===== src/rtl/apb_bridge.sv =====
// rtl/apb_bridge.sv - CPU request to APB bridge with fixed zero-wait slaves
// Decodes a 4 KB window per slave and runs IDLE/SETUP/ACCESS/RESP with registered outputs.
module apb_bridge #(
   parameter logic [31:0] BASE_ADDR = 32'h4000_0000,
   parameter int          SLV_NUM   = 4,
   parameter int          PADDR_W   = 5
) (
   input  logic                   clk,
   input  logic                   rst_n,
   input  logic                   bus_req,
   input  logic                   bus_we,
   input  logic [31:0]            bus_addr,
   input  logic [31:0]            bus_wdata,
   output logic [31:0]            bus_rdata,
   output logic                   bus_ready,
   output logic                   bus_err,
   output logic [SLV_NUM-1:0]     psel,
   output logic                   penable,
   output logic [PADDR_W-1:0]     paddr,
   output logic                   pwrite,
   output logic [31:0]            pwdata,
   input  logic [SLV_NUM*32-1:0]  prdata_all
);

   typedef enum logic [1:0] {IDLE, SETUP, ACCESS, RESP} state_t;

   state_t               state, state_nxt;
   logic [SLV_NUM-1:0]   psel_nxt, sel_dec;
   logic                 penable_nxt, pwrite_nxt, ready_nxt, err_nxt;
   logic [PADDR_W-1:0]   paddr_nxt;
   logic [31:0]          pwdata_nxt, rdata_nxt, rd_mux;
   logic                 hit;
   logic                 unused_addr_bits;

   assign unused_addr_bits = ^bus_addr;
   assign hit = (bus_addr[31:16] == BASE_ADDR[31:16]) &&
                ({28'd0, bus_addr[15:12]} < 32'(SLV_NUM));

   always_comb begin
      sel_dec = '0;
      for (int k = 0; k < SLV_NUM; k++)
         sel_dec[k] = (bus_addr[15:12] == 4'(k));
   end

   // The active psel bit doubles as the read-data select, so no slave index is stored.
   always_comb begin
      rd_mux = '0;
      for (int k = 0; k < SLV_NUM; k++)
         if (psel[k]) rd_mux = rd_mux | prdata_all[k*32 +: 32];
   end

   always_comb begin
      state_nxt   = state;
      psel_nxt    = '0;
      penable_nxt = 1'b0;
      paddr_nxt   = paddr;
      pwrite_nxt  = pwrite;
      pwdata_nxt  = pwdata;
      rdata_nxt   = bus_rdata;
      ready_nxt   = 1'b0;
      err_nxt     = 1'b0;
      case (state)
         IDLE: begin
            if (bus_req) begin
               if (hit) begin
                  state_nxt  = SETUP;
                  psel_nxt   = sel_dec;
                  paddr_nxt  = bus_addr[PADDR_W+1:2];
                  pwrite_nxt = bus_we;
                  pwdata_nxt = bus_wdata;
               end else begin
                  state_nxt = RESP;
                  ready_nxt = 1'b1;
                  err_nxt   = 1'b1;
                  rdata_nxt = '0;
               end
            end
         end
         SETUP: begin
            state_nxt   = ACCESS;
            psel_nxt    = psel;
            penable_nxt = 1'b1;
         end
         ACCESS: begin
            state_nxt = RESP;
            ready_nxt = 1'b1;
            rdata_nxt = pwrite ? 32'd0 : rd_mux;
         end
         RESP:    state_nxt = IDLE;
         default: state_nxt = IDLE;
      endcase
   end

   always_ff @(posedge clk) begin
      if (!rst_n) begin
         state     <= IDLE;
         psel      <= '0;
         penable   <= 1'b0;
         paddr     <= '0;
         pwrite    <= 1'b0;
         pwdata    <= '0;
         bus_rdata <= '0;
         bus_ready <= 1'b0;
         bus_err   <= 1'b0;
      end else begin
         state     <= state_nxt;
         psel      <= psel_nxt;
         penable   <= penable_nxt;
         paddr     <= paddr_nxt;
         pwrite    <= pwrite_nxt;
         pwdata    <= pwdata_nxt;
         bus_rdata <= rdata_nxt;
         bus_ready <= ready_nxt;
         bus_err   <= err_nxt;
      end
   end

endmodule


===== config.mk =====
export PLATFORM = sky130hd
export DESIGN_NAME = apb_bridge
export DESIGN_NICKNAME = d
export VERILOG_FILES = /design/src/rtl/apb_bridge.sv
export SDC_FILE = /design/constraint.sdc
export NUM_CORES = 1
export LEC_CHECK = 0
export CELL_PAD_IN_SITES_DETAIL_PLACEMENT = 1
export CELL_PAD_IN_SITES_GLOBAL_PLACEMENT = 1
export CORE_ASPECT_RATIO = 0.75
export CORE_MARGIN = 8
export CORE_UTILIZATION = 46
export DETAILED_ROUTE_END_ITERATION = 6
export DONT_BUFFER_PORTS = 1
export GPL_ROUTABILITY_DRIVEN = 0
export PLACE_DENSITY_LB_ADDON = 0.1
export SYNTH_ARGS = -nofsm -noshare
export SYNTH_HDL_FRONTEND = slang
export SYNTH_SLANG_ARGS = --single-unit
export TNS_END_PERCENT = 5

===== constraint.sdc =====
create_clock -name clk -period 2.95 [get_ports clk]
set_input_delay 0.4425 -clock clk [delete_from_list [all_inputs] [get_ports clk]]
set_output_delay 0.4425 -clock clk [all_outputs]
set_load 0.03 [all_outputs]

==> impl_results.md, run 1 <==
- Status: finished, final reports clean
- Max Slew Vio Count: 0
- Critical path class: reg -> reg
- H-tree depth: 3
- Synth Cell Area: 3770 µm²
- Clock Tree Buf Depth: 2
- # hold bufs at CTS: 0
- Post-synth top area share: 41.9%
- Clock latency at the later pin of the worst-skew pair: 0.35 ns
- Crit-path cells: inv_1 > ha_1 > and2_1 > nand3_1 > buf_12 > o21ai_1 > a21boi_1
- Post-synth EDFFs: 0
- Layout cell share with drive strength beyond 1: 8.88%
- Diodes inserted: 0
- Max-Cap Viols: 0
- Vias in the first global route: about 3500
- RSZ-0062 raised after global routing: no
- Chip height: approximately 94 µm
- Ranking of synthesized cells by area: dfxtp_1, a22oi_1, a22o_1, a21boi_1, nand4_1
- CTS resizes: 0
- Peak supply drop: 0.229 mV
- Mapped Cells: between 400 and 500
- Pwr Density: 551 nW/µm²
- Final HPWL DP: 10200 µm
- Vias per cell: 6.58
- Row count: 28
- Post-Place Cell Area: 3750 µm²
- Yosys cell types: 31
- Hold crit path type: in -> reg
- Worst Path Required: between 3 and 4 ns
- Die Width: 121 µm
- Crit path capture type: flip-flop
- Num Clock Sinks: 79
- Clock root buffer master: clkbuf_8
- Startpoint Class: flip-flop
- Worst path max stage delay: 0.52 ns
- Synth Register Bits: between 70 and 80
- GRT Total Usage: 22.0%
- Max Fclk: 441 MHz
- Hold WS: 0.171 ns
- Fill cells: ~940
- Area grow syn2layout: 3.65%
- Core area: 7920 µm²
- Clock transition at path regs: 0.07 ns
- 1st-pass router iterations: 4
- Ys Warns: 0
- Setup bufs post-CTS: 0
- Port bufs: 0
- Sequential share of the synthesized area: 41.9%
- Final WL: 13400 µm
- WP data arrival: 2.50 ns
- Crit Path Max Fanout: 23
- Iteration-0 DRC Markers: ~140
- Starting Density: 47.7%
- Final Instance Area: 3910 µm²
- Post-Syn Nets: slightly above 600
- DR WL/cell: 26.8 µm
- Crit share post-route: 76.9%
- Mean area per synthesized cell: slightly above 9 µm²
- Grt ovf: 0
- Via count: roughly 3300
- Antenna-violating nets left: 0
- Slew @ Worst Pin: 0.867 ns
- Post-Route Setup TNS: 0 ns
- Ys async rst share: 0%
- Leading area contributor after synthesis: dfxtp_1
- Leakage: ~1.4 nW
- Total CTS buffers: 9
- Largest net degree at the start of global routing: 46
- Hold Vio Cnt, Final: 0
- Layout Nets: 588
- Initial antenna violation count: 0
- Die area: 11400 µm²
- Ports: 273
- CTS tree: built
- First-pass GRT wire length: 19900 µm
- Clock skew: between 0.007 and 0.008 ns
- DRC: 0
- Final min period: between 2 and 2.5 ns
- Worst slew margin: a little over two fifths
- Slowest CP cell: nand3_1
- Final setup vio count: 0
- Post-synth top flop: dfxtp_1
registers in the layout (all words and copies together) (netlist names):
signal,count
bus_err,1
bus_rdata,32
bus_ready,1
paddr,5
penable,1
psel,4
pwdata,32
pwrite,1
state,2
cells in the final DEF, fill, tap and decap left out, types with 2 or more instances in the layout:
cell | synthesis | layout
dfxtp_1 | 79 | 78
a22oi_1 | 64 | 64
nand4_1 | 40 | 40
o21ai_1 | 39 | 39
a21boi_1 | 38 | 38
nand2_1 | 35 | 35
a22o_1 | 33 | 33
buf_4 | 4 | 12
clkbuf_8 | 0 | 9
inv_1 | 4 | 4
nand3_1 | 4 | 4
and2_1 | 4 | 4
nor2_1 | 3 | 3
nor4_2 | 3 | 3
ha_1 | 3 | 3
clkinv_2 | 0 | 3
clkinvlp_4 | 0 | 3
o21ai_0 | 2 | 2
a31oi_1 | 2 | 2
o2bb2ai_1 | 2 | 2
final timing paths:
path	startpoint	to	slack [ns]	depth (start not counted)
worst min-delay path	bus_addr[13]	psel[1]	0.17	1
worst max-delay path	state[0]	pwdata[9]	0.68	7
worst min register to register	psel[2]	psel[2]	0.46	2
worst max register to register	state[0]	pwdata[9]	0.68	7
cell type report:
cell class	count	area, µm²	area share [%]
inverters	4	15.0	0.384
clock buffers	10	128	3.26
well taps	105	131	3.36
repair buffers	13	110	2.81
flip-flops and latches	79	1580	40.5
multi-input cells	282	1910	48.8
clock inverters	6	37.5	0.959
logic make-up (layout without fill, tap and decap cells):
kind of cell	Yosys count	in the layout	synth area share [%]
compound gates	185	185	35.8
mux	1	1	0.265
buf+inv	55	33	7.56
simple gates	93	93	13.5
flops	79	79	41.9
fa+ha+maj	3	3	0.994
through the flow:
step | instances | utilization, % | total power [W] | setup slack, ns
after global routing | 499 | 49.4 | 0.00226 | 0.498
after detailed placement | 483 | 47.3 | 0.00150 | 0.672
after global placement | 483 | 47.3 | 0.00149 | 0.762
final | 499 | 49.4 | 0.00216 | 0.682
after floorplan | 416 | - | 0.00147 | 1.35
after CTS | 499 | 49.4 | 0.00219 | 0.666
layer usage:
metal	vias up	routed length, µm	GRT usage, %
met5	-	0	0
li1	1537	-	-
met1	1573	5000	23.5
met3	16	1610	12.0
met4	0	217	7.05
met2	159	6520	37.0
power breakdown:
part / total, W / switching [W] / internal [W]
sequential: 0.00114 / 0.0000469 / 0.00109
combinational: 0.000329 / 0.000240 / 0.0000893
clock: 0.000688 / 0.000387 / 0.000301
total: 0.00216 / 0.000674 / 0.00148
synth_stat cells, types with 2 or more instances:
cell type and number:
a21boi_1 38, a22o_1 33, a22oi_1 64, a31oi_1 2, and2_1 4, buf_2 15
buf_4 4, buf_6 6, clkbuf_1 25, dfxtp_1 79, ha_1 3, inv_1 4
nand2_1 35, nand3_1 4, nand4_1 40, nor2_1 3, nor4_2 3, o21ai_0 2
o21ai_1 39, o2bb2ai_1 2
critical path: cells and delay by family (launching register included):
kind | cells | cell delay [ns]
and+or+nand+nor | 2 | 0.73
buffers and inverters | 2 | 0.49
adders and majority gates | 1 | 0.40
DFF | 1 | 0.32
AOI/OAI and AO/OA | 2 | 0.21
Power figures use the tool's default switching activity.
==> run 2: changes to the inputs <==
--- a/config.mk
+++ b/config.mk
@@ -9,7 +9,7 @@
 export CELL_PAD_IN_SITES_GLOBAL_PLACEMENT = 1
 export CORE_ASPECT_RATIO = 0.75
 export CORE_MARGIN = 8
-export CORE_UTILIZATION = 46
+export CORE_UTILIZATION = 39
 export DETAILED_ROUTE_END_ITERATION = 6
 export DONT_BUFFER_PORTS = 1
 export GPL_ROUTABILITY_DRIVEN = 0
==> constraint.sdc (replaced) <==
create_clock -name clk -period 1.9 [get_ports clk]
set_input_delay 0.285 -clock clk [delete_from_list [all_inputs] [get_ports clk]]
set_output_delay 0.285 -clock clk [all_outputs]
set_load 0.03 [all_outputs]
==> run 2 against run 1 <==
Sequential power is 55% higher. Combinational power is 99% higher. Worst hold slack worse by 0.13 ns. Via count is 2.2% higher. Sequential cell count stayed put. Critical path depth stayed put. Largest power group unchanged.
==> impl_results.md, run 2 (synthesis gave the netlist of run 1 again) <==
- Initial antenna violation count: 0 (unchanged)
- Clock Tree Buf Depth: 2 (unchanged)
- Hold crit path type: in -> reg
- Die Width: 130 µm (+7.5%)
- H-tree depth: 3 (unchanged)
- Chip height: 101 µm (+7.1%)
- Logic pwr share: 15.9% (+0.6 points)
- Worst path max stage delay: 0.35 ns (-0.17 ns)
- RR Startpoint: state[0]
- Crit path capture type: flip-flop
- Starting Density: 39.6% (-8.1 points)
- Switching share of power: 27.5% (-3.7 points)
- Max Fclk: 563 MHz (+28%)
- Worst slew margin: 62.1% (+20 points)
- Clock transition at path regs: 0.06 ns (about the same)
- Final WL: 13700 µm (+2.5%)
- WP data arrival: 2.05 ns (-0.45 ns)
- Slew @ Worst Pin: 0.569 ns (-0.298 ns)
- Total Power: 0.00412 W (+91%)
- FF-to-FF End: bus_rdata[24]
- Pwr Density: 978 nW/µm² (+77%)
- Core area: 9540 µm² (+21%)
- Internal: 0.00298 W (+100%)
- Port bufs: 0 (unchanged)
- DR WL/cell: 25.4 µm (-5.1%)
- Vias in the first global route: 3463 (-2.3%)
- Max-Cap Viols: 0 (unchanged)
- Hold path cells: 1 (unchanged)
- Top flop regs: bus_rdata (32), pwdata (32), paddr (5)
- Reg2Reg Depth: 7 (unchanged)
- Via count: 3358 (+2.2%)
- Layout cell share with drive strength beyond 1: 11.8% (+2.9 points)
- Max Slew Vio Count: 0 (unchanged)
- Final min period: 1.77 ns (-0.493 ns)
- Iteration-0 DRC Markers: 125 (-13%)
- First-pass GRT wire length: 19800 µm (-0.48%)
- Final setup vio count: 0 (unchanged)
- Final HPWL DP: 10100 µm (-1.3%)
- Slowest CP cell: dfxtp_1
- Crit Path Max Fanout: 32 (+39%)
- Area grow syn2layout: 11.5%
- Vias per cell: 6.23 (-5.4%)
- Fill cells: 1116 (+18%)
- Sequential group share of total power: 43.0% (-9.8 points)
- Most common cell after layout, fill and taps aside: dfxtp_1
- Hold WS: 0.0381 ns (-0.133 ns)
- DRC: 0 (unchanged)
- Num Clock Sinks: 79 (unchanged)
- 1st-pass router iterations: 4 (unchanged)
- Hold Path Sink: psel[1]
- Part of the power in the clock network: 41.0% (+9.1 points)
- Crit share post-route: 93.4% (+17 points)
- Hold Vio Cnt, Final: 0 (unchanged)
- Final core area utilization: 44.1% (-5.3 points)
- Total CTS buffers: 9 (unchanged)
- Flop-to-flop setup slack: 0.13 ns (-0.56 ns)
- CTS tree: built
- GRT Total Usage: 19.1% (-2.9 points)
- Layout Nets: 601 (+2.2%)
- Ports: 273 (unchanged)
- Status: finished, final reports clean
- Most frequent cells in the layout: dfxtp_1, a22oi_1, nand4_1, o21ai_1, a21boi_1
- Die area: 13100 µm² (+15%)
- Crit-path cells: inv_1 > ha_2 > buf_4 > a211o_1 > a31oi_4 > buf_12 > a22o_1
- Net Sw Power: 0.00113 W (+68%)
- Clock skew: 0.00515 ns (-0.00218 ns)
- Leakage: 1.52 nW (+9.7%)
- Clock root buffer master: clkbuf_16
- Row count: 31 (+11%)
- Clock latency at the later pin of the worst-skew pair: 0.33 ns (-0.02 ns)
- Critical path class: reg -> reg
- Post-Route Setup TNS: 0 ns (unchanged)
- Startpoint Class: flip-flop
- Hold path start: bus_addr[13]
- Worst Path Required: 2.17 ns (-1.01 ns)
- Peak supply drop: 0.383 mV (+68%)
- # hold bufs at CTS: 0 (unchanged)
- Antenna-violating nets left: 0 (unchanged)
- Grt ovf: 0 (unchanged)
- Diodes inserted: 0 (unchanged)
- Largest net degree at the start of global routing: 46 (unchanged)
-- run 2: critical path, delay by kind of cell, from the launching register on --
kind	cells	cell delay, ns
compound gates	3	0.66
buf+inv	3	0.46
flops	1	0.35
fa+ha+maj	1	0.22
-- run 2: power groups by stage --
stage	Sequential (W)	Combinational [W]	Clock (W)
3_5_place_dp	0.00181	0.000570	0
4_1_cts	0.00177	0.000579	0.00174
6_report	0.00177	0.000656	0.00169
3_3_place_gp	0.00181	0.000570	0
5_1_grt	0.00178	0.000728	0.00183
2_1_floorplan	0.00179	0.000486	0
-- run 2: timing repair --
action	in CTS	in global routing
setup buffers	0	1
resized for setup	0	3
gates cloned	0	1
endpoints found under the setup margin	1	32
pin swaps	0	2
-- run 2: worst max path at each step --
stage | startpoint | endpoint | slack [ns]
global route | state[0] | bus_rdata[20] | -0.00007
finish | state[0] | bus_rdata[24] | 0.13
global placement | bus_addr[27] | bus_rdata[9] | 0.01
detailed placement | bus_addr[31] | bus_rdata[6] | -0.01
floorplan | state[0] | pwdata[20] | 0.31
CTS | state[0] | bus_rdata[6] | -0.002
-- run 2: through the flow --
stage / cell area, µm² / setup WS, ns / instances
2_1_floorplan: 3770 / 0.308 / 416
3_3_place_gp: 3880 / 0.0141 / 521
3_5_place_dp: 3880 / -0.0102 / 521
4_1_cts: 4170 / -0.00207 / 537
5_1_grt: 4210 / -0.0000717 / 539
6_report: 4210 / 0.125 / 539
-- run 2: cell type report --
type / count / area (µm²) / area share (%)
timing repair buffer: 25 / 225 / 5.35
multi-input combinational: 283 / 1930 / 45.8
clock buffer: 13 / 250 / 5.94
sequential: 79 / 1580 / 37.6
tap: 132 / 165 / 3.92
inverter: 4 / 15.0 / 0.357
clock inverter: 3 / 42.5 / 1.01
-- run 2: per-layer routing --
metal  share of wire (%)  wire, µm  track usage, %
met5                   0         0               0
met4                0.74       101            4.27
met3                  12      1700            10.4
met2                  48      6630            31.6
met1                  38      5260            21.3
